<file path="src/rtl/hand_pkg.sv">
// Shared types and helpers for the per-hand card scoring logic.
package hand_pkg;

    typedef enum logic [1:0] {EMPTY, PARTIAL, FULL} hand_state_t;

    localparam int unsigned CARD_ACE  = 1;
    localparam int unsigned CARD_KING = 13;

    function automatic logic is_legal_card(input int unsigned code);
        return (code >= CARD_ACE) && (code <= CARD_KING);
    endfunction

endpackage

</file>
<file path="src/rtl/card_point_value.sv">
// Combinational card-code decoder: point value plus legal-code flag.
module card_point_value
    import hand_pkg::*;
#(
    parameter int CARD_W   = 4,
    parameter int FACE_MIN = 10,
    parameter int VAL_W    = 4
) (
    input  logic [CARD_W-1:0] card,
    output logic [VAL_W-1:0]  val,
    output logic              legal
);

    localparam logic [CARD_W:0] FACE_V = (CARD_W + 1)'(FACE_MIN);

    // Truncation to VAL_W is safe: only codes below FACE_MIN (<= MOD) pass through.
    always_comb begin
        val   = ({1'b0, card} >= FACE_V) ? '0 : VAL_W'(card);
        legal = is_legal_card(32'(card));
    end

endmodule

</file>
<file path="src/rtl/hand_score_accum.sv">
// Per-hand card accumulator: valid/ready card intake, modulo running score,
// card count, natural detection and sticky error flags.
module hand_score_accum
    import hand_pkg::*;
#(
    parameter int CARD_W      = 4,
    parameter int MAX_CARDS   = 3,
    parameter int MOD         = 10,
    parameter int FACE_MIN    = 10,
    parameter int NATURAL_MIN = 8
) (
    input  logic                           slow_clock,
    input  logic                           reset,
    input  logic                           clear,
    input  logic                           card_valid,
    input  logic [CARD_W-1:0]              card,
    output logic                           card_ready,
    output logic [$clog2(MOD)-1:0]         score,
    output logic                           score_valid,
    output logic [$clog2(MAX_CARDS+1)-1:0] num_cards,
    output logic                           hand_full,
    output logic                           natural,
    output logic                           err_full,
    output logic                           err_bad
);

    localparam int SCORE_W = $clog2(MOD);
    localparam int NUM_W   = $clog2(MAX_CARDS + 1);

    localparam logic [SCORE_W:0] MOD_V = (SCORE_W + 1)'(MOD);
    localparam logic [SCORE_W:0] NAT_V = (SCORE_W + 1)'(NATURAL_MIN);
    localparam logic [NUM_W:0]   MAX_V = (NUM_W + 1)'(MAX_CARDS);
    localparam logic [NUM_W:0]   TWO_V = (NUM_W + 1)'(2);

    // Handshake: a card transfers on a rising edge where card_valid and
    // card_ready are both high and the code is legal; otherwise it is dropped.
    hand_state_t state, state_next;

    logic [SCORE_W-1:0] val;
    logic               legal;
    logic               accept;
    logic [SCORE_W:0]   sum;
    logic [SCORE_W-1:0] new_score;
    logic [NUM_W:0]     num_inc;
    logic               last_card;
    logic               two_cards;

    card_point_value #(
        .CARD_W   (CARD_W),
        .FACE_MIN (FACE_MIN),
        .VAL_W    (SCORE_W)
    ) u_point (
        .card  (card),
        .val   (val),
        .legal (legal)
    );

    always_comb begin
        card_ready = (state != FULL) && !clear;
        accept     = card_valid && card_ready && legal;
        sum        = {1'b0, score} + {1'b0, val};
        new_score  = (sum >= MOD_V) ? SCORE_W'(sum - MOD_V) : sum[SCORE_W-1:0];
        num_inc    = {1'b0, num_cards} + 1'b1;
        last_card  = (num_inc == MAX_V);
        two_cards  = (num_inc == TWO_V);
        hand_full  = ({1'b0, num_cards} == MAX_V);
    end

    always_comb begin
        state_next = state;
        if (clear) begin
            state_next = EMPTY;
        end else if (accept) begin
            state_next = last_card ? FULL : PARTIAL;
        end
    end

    always_ff @(posedge slow_clock or posedge reset) begin
        if (reset) begin
            state <= EMPTY;
        end else begin
            state <= state_next;
        end
    end

    always_ff @(posedge slow_clock or posedge reset) begin
        if (reset) begin
            score       <= '0;
            score_valid <= 1'b0;
            num_cards   <= '0;
            natural     <= 1'b0;
            err_full    <= 1'b0;
            err_bad     <= 1'b0;
        end else begin
            // accept is already low under clear, so no pulse follows a clear.
            score_valid <= accept;
            if (clear) begin
                score     <= '0;
                num_cards <= '0;
                natural   <= 1'b0;
                err_full  <= 1'b0;
                err_bad   <= 1'b0;
            end else begin
                if (accept) begin
                    score     <= new_score;
                    num_cards <= num_inc[NUM_W-1:0];
                    if (two_cards && ({1'b0, new_score} >= NAT_V)) begin
                        natural <= 1'b1;
                    end
                end
                if (card_valid && (state == FULL)) begin
                    err_full <= 1'b1;
                end
                if (card_valid && card_ready && !legal) begin
                    err_bad <= 1'b1;
                end
            end
        end
    end

endmodule
</file>
<file path="config.mk">
export PLATFORM = sky130hd
export DESIGN_NAME = hand_score_accum
export DESIGN_NICKNAME = d
export VERILOG_FILES = /design/src/rtl/hand_pkg.sv /design/src/rtl/card_point_value.sv /design/src/rtl/hand_score_accum.sv
export SDC_FILE = /design/constraint.sdc
export NUM_CORES = 1
export LEC_CHECK = 0
export CAP_MARGIN = 20
export CORE_MARGIN = 4
export CORE_UTILIZATION = 43
export DETAILED_ROUTE_END_ITERATION = 16
export GPL_ROUTABILITY_DRIVEN = 1
export GPL_TIMING_DRIVEN = 0
export PLACE_DENSITY = 0.73
export SETUP_SLACK_MARGIN = 0.15
export SYNTH_ARGS = -nofsm -noshare
export SYNTH_HDL_FRONTEND = slang
export SYNTH_SLANG_ARGS = --single-unit
</file>
<file path="constraint.sdc">
create_clock -name slow_clock -period 2.3 [get_ports slow_clock]
set_input_delay 0.46 -clock slow_clock [delete_from_list [all_inputs] [get_ports slow_clock]]
set_output_delay 0.46 -clock slow_clock [all_outputs]
set_load 0.03 [all_outputs]
</file>
# --- Yosys cells after proc, flatten, opt, wreduce, memory -nomap -nowiden ---
# Cells that the tools add are included.
totals:
  regBits: 12
  in_bits: 8
  out_inout_bits: 12
  word_cells: 50
classes:
  add_sub_neg: 3
  magnitude_cmp: 5
  eq_ne: 5
  muxes: 16
  n_reduce_logical: 14
op_table:
  columns: ["op", "count"]
  rows:
  - ["two-way mux 4 bit", 4]
  - ["two-way mux 2 bit", 5]
  - [">= comparator 4 bit (second input constant)", 2]
  - ["nonzero test 2 bit", 4]
  - ["logical AND 1 bit", 7]
  - ["two-way mux 1 bit", 7]
  - ["equality test 3 x 2 -> 1 bit (second input constant)", 2]
  - ["adder 4 x 4 -> 5 bit", 1]
  - [">= comparator 5 x 4 -> 1 bit (second input constant)", 1]
  - ["equality test 2 bit (second input constant)", 2]
  - [">= comparator 4 x 1 -> 1 bit (second input constant)", 1]
  - ["<= comparator 4 bit (second input constant)", 1]
  - ["subtractor 4 bit (second input constant)", 1]
  - ["adder 2 x 1 -> 3 bit (second input constant)", 1]
  - ["zero test 1 bit", 2]
  - ["inequality test 2 bit (second input constant)", 1]
  - ["AND reduction 2 bit", 1]

# --- Longest topological paths before layout ---
depth:
  word_depth: 10
  ltp_mapped: 11
  ltp_nobuf: 11

# --- Modules after synthesis ---
# A second synthesis with hierarchy kept.
unflattened:
  cells_unflattened: 87
  hier_area_um2: 809.5
by_module_without_submodules:
  columns: ["module", "instances", "cells_each", "area_each_um2", "seq_area_each_um2"]
  rows:
  - ["hand_score_accum", 1, 80, 764.5, 300.3]
  - ["card_point_value", 1, 7, 45.0, 0.0]

# --- Least setup slack after synthesis ---
# OpenSTA, ideal clock, no wires.
synth_timing:
  path_type: "input to register"
  startpoint: "in card[1]"
  endpoint: "reg score[1]"
  arrival_ps: 2297
  required_ps: 2182
  path_slack_ps: -115
  path_stages: 11
  cell_sequence: "o21ai_0 and2_1 ha_1 fa_1 xor2_1 inv_1 ha_1 o221ai_2 a31oi_4 xnor2_1 a21o_1"
synth_via:
  elab_chain_len: 7
  elab_cells_between_ends: 13
  classes_between: "add/sub: 2; order compare: 4; mux: 4; reduce/logical: 3"
synth_lines:
  columns: ["item", "line_no", "text"]
  rows:
  - ["start: declaration", "hand_score_accum.sv:16", "input logic [CARD_W-1:0] card,"]
  - [">= comparator 4 bit", "card_point_value.sv:18", "val = ({1'b0, card} >= FACE_V) ? '0 : VAL_W'(card);"]
  - ["two-way mux 4 bit", "card_point_value.sv:18", null]
  - ["adder 4 x 4 -> 5 bit", "hand_score_accum.sv:61", "sum = {1'b0, score} + {1'b0, val};"]
  - ["subtractor 4 bit or >= comparator 5 x 4 -> 1 bit (tied branches)", "hand_score_accum.sv:62", "new_score = (sum >= MOD_V) ? SCORE_W'(sum - MOD_V) : sum[SCORE_W-1:0];"]
  - ["two-way mux 4 bit", "hand_score_accum.sv:62", null]
  - ["two-way mux 4 bit", "hand_score_accum.sv:104", "if (accept) begin"]
  - ["two-way mux 4 bit", "hand_score_accum.sv:97", "if (clear) begin"]
  - ["end signal: assignment", "hand_score_accum.sv:105", "score <= new_score;"]
  - ["end: declaration", "hand_score_accum.sv:18", "output logic [$clog2(MOD)-1:0] score,"]
# Several ways; a longest one is shown, not always the timed one. The select of a mux whose other input is x is not followed.
# A chain may end at the register's enable or synchronous reset.

# --- Final worst setup path ---
layout_timing:
  startpoint: "in card[2]"
  endpoint: "reg score[2]"
# Same word-level chain as after synthesis.

==> key figures <==
Worst setup path
  – Flop-to-flop setup slack: 170 ps
  – Worst setup EP type: register
  – Crit Reg-Reg Endpoint: score[2]
  – CP max stage cell: fa_2
  – Cell Chain, Critical Path: buf_8 -> o21ai_2 -> and2_4 -> ha_4 -> fa_2 -> xor2_4 -> inv_2 -> ha_4 -> o221ai_4 -> a31oi_4 -> mux2i_1 -> a21o_1
  – Most used cell, CP: ha_4
  – Crit Path Category: in -> reg
  – Max stage delay on crit path: 420 ps
  – R2R Path Start: score[0]
  – Worst Path Required: 2510 ps
  – Bufs and invs on worst path: 2
  – Crit Path Max Fanout: 5
  – Worst setup SP type: input port
  – Data arrival, critical path: 2360 ps
  – Cell family with most CP delay: adder cells
  – R2R depth: 9

Cells and area
  – Layout cells sized above 1: 28.4%
  – Post-route cell area: 1230 sq um
  – Final nets: 127
  – Final core occ: 69.0%
  – Number of fill cells: 139
  – Diode count: 0
  – Area growth from synthesis to layout: 47.2%
  – FF/Latch Area: 300 sq um
  – Area of the multi-input gates: 551 sq um

Route
  – Drt total wl: 1840 um
  – DR vias: 699
  – Pre-antenna DRT Iters: 4
  – Vias per cell: 5.22
  – Routed WL per cell: 13.7 um
  – Initial drt markers: 15
  – DRC errors left: 0
  – DRT antenna net count: 0

STA
  – Final Worst Setup Slack: 150 ps
  – Setup TNS: 0 ps
  – Final Hold Fails: 0
  – Share of the clock period used by the worst path: 93.5%
  – Fin Clk Skew: 5.30 ps
  – Hold slack: 486 ps
  – Count of pins over their slew limit: 0
  – Highest clock rate: 0.465 GHz
  – Final-report setup violation count: 0
  – Worst-Margin Slew: 483 ps
  – Minimum clock period: 2150 ps
  – RSZ-0062 raised after global routing: true
  – Slew HR: 67.8%

Yosys
  – Top_reg_cell synth: dfrtp_1
  – FFs w/ async S/R, synth: 100%
  – Post-synth EDFFs: 0
  – Yosys Warn Count: 0
  – Post-Syn Area: 836 sq um
  – Yosys reg bits: 12
  – Register area share after synthesis: 35.9%
  – Mean area per synthesized cell: 10.6 sq um
  – Cells after Synth: 79
  – Syn_nets: 96
  – Yosys cell types: 30

Outcome
  – Status: finished clean

Placement
  – Routability-driven placement congestion ratio: 0.697
  – Port Buffers: 19
  – Place WS: -745 ps
  – DP Area: 1090 sq um
  – Post-DP HPWL: 1350 um

Power and ir drop
  – Worst IR drop on VDD: 463 uV
  – Leakage: 0.581 nW
  – Pwr dens: 566 nW/um^2

Floorplan
  – Initial core utilization: 46.9%
  – CORE AREA: 1780 sq um
  – Die area: 2710 sq um
  – Die Wd: 52.1 um
  – Die height: 52.1 um
  – Row count: 15
  – Boundary pin count: 20

Clock network
  – CTS sink cnt: 12
  – TritonCTS clock tree: built
  – Clock latency on the worst-skew pair: 270 ps
  – Post-CTS Hold Buffers: 0
  – # H-tree levels: 1
  – Root Driver: clkbuf_4
  – Clock Pin Slew Worst Setup and Hold Paths: 80 ps
  – CTS buffer count: 3
  – Clock buffer depth: 2

GRT
  – Total GRT Usage: 15.5%
  – Global-route wire length before repair: 3080 um
  – Gr ovfl total: 0
  – Vias in the first global route: 665
  – Largest net degree at the start of global routing: 13
  – Initial antenna violation count: 0

Run
  – Max_cap viols: 0

Worst hold path
  – Hold Crit Class: in -> async
[cell families (layout without fill, tap and decap cells)]
family | count (synthesis) | count (layout) | synth area share, %
AND/OR/NAND/NOR | 21 | 21 | 13.6
AO/OA/AOI/OAI | 17 | 17 | 18.6
flip-flops | 12 | 12 | 35.9
buffers and inverters | 11 | 41 | 7.18
adder cells (fa/ha/maj) | 9 | 9 | 14.4
multiplexers | 6 | 6 | 7.19
XOR/XNOR | 3 | 3 | 3.14
[worst max path at each step]
stage	from	endpoint	slack, ps	cells after the start
floorplan	card[1]	score[2]	40	11
global placement	card[3]	natural	-690	12
detailed placement	card[3]	natural	-740	12
CTS	card[2]	natural	120	12
global route	score[0]	score[2]	70	9
finish	card[2]	score[2]	150	12
[metrics by stage]
stage | instances | total power, mW
final | 134 | 0.696
after detailed placement | 123 | 0.501
after global placement | 123 | 0.494
after global routing | 134 | 0.741
after floorplan | 79 | 0.430
after CTS | 133 | 0.706
[metal layers]
layer,track usage (%),part of all wire [%]
met1,20.0,44
met2,24.3,49
met3,3.44,4.8
met4,7.86,2.0
met5,0,0
[registers in the layout (all words and copies together), names as in the netlist]
signal,flops
num_cards,2
err_bad,1
score_valid,1
err_full,1
state,2
natural,1
score,4
[what timing repair did]
item	CTS	global route
resized for setup	32	0
hold endpoints to repair	0	0
setup endpoints to repair	5	4
pin swaps	8	2
setup buffers	6	1
[cell usage in the layout (no fill, tap or decap), types with 2 or more instances in the layout]
cell type / instances
mux2i_1: 6
a211oi_2: 2
clkbuf_4: 3
a21oi_1: 2
clkdlybuf4s50_1: 14
nor3b_1: 4
nor2_1: 8
a21o_1: 4
buf_8: 4
buf_4: 7
ha_4: 2
nor2b_1: 3
inv_1: 7
ha_1: 6
dfrtp_1: 12
xnor2_1: 2
[synth_stat cells, types with 2 or more instances]
library cell	instances	area share [%]
a21oi_1	3	1.8
a21o_1	4	3.6
nor2_1	8	3.6
nor2b_1	3	2.2
nor3b_1	4	3.6
inv_1	8	3.6
dfrtp_1	12	36
xnor2_1	2	2.1
ha_1	8	12
mux2i_1	6	7.2
a211oi_2	2	3.0
[final cells by class]
cell class                      instances  share of cell area [%]
Buffer                                  3                    2.44
Clock buffer                            4                    2.95
Inverter                                8                    2.44
Multi-Input combinational cell         56                    44.8
Sequential cell                        12                    24.4
Tap cell                               25                    2.54
Timing Repair Buffer                   26                    20.4
[where the power goes]
part           switching, mW  total (mW)  leakage [nW]  internal [mW]
Clock                 0.0703       0.166        0.0210         0.0962
Combinational          0.145       0.290         0.397          0.145
Sequential            0.0152       0.240         0.163          0.225
Power figures use the tool's default switching activity.
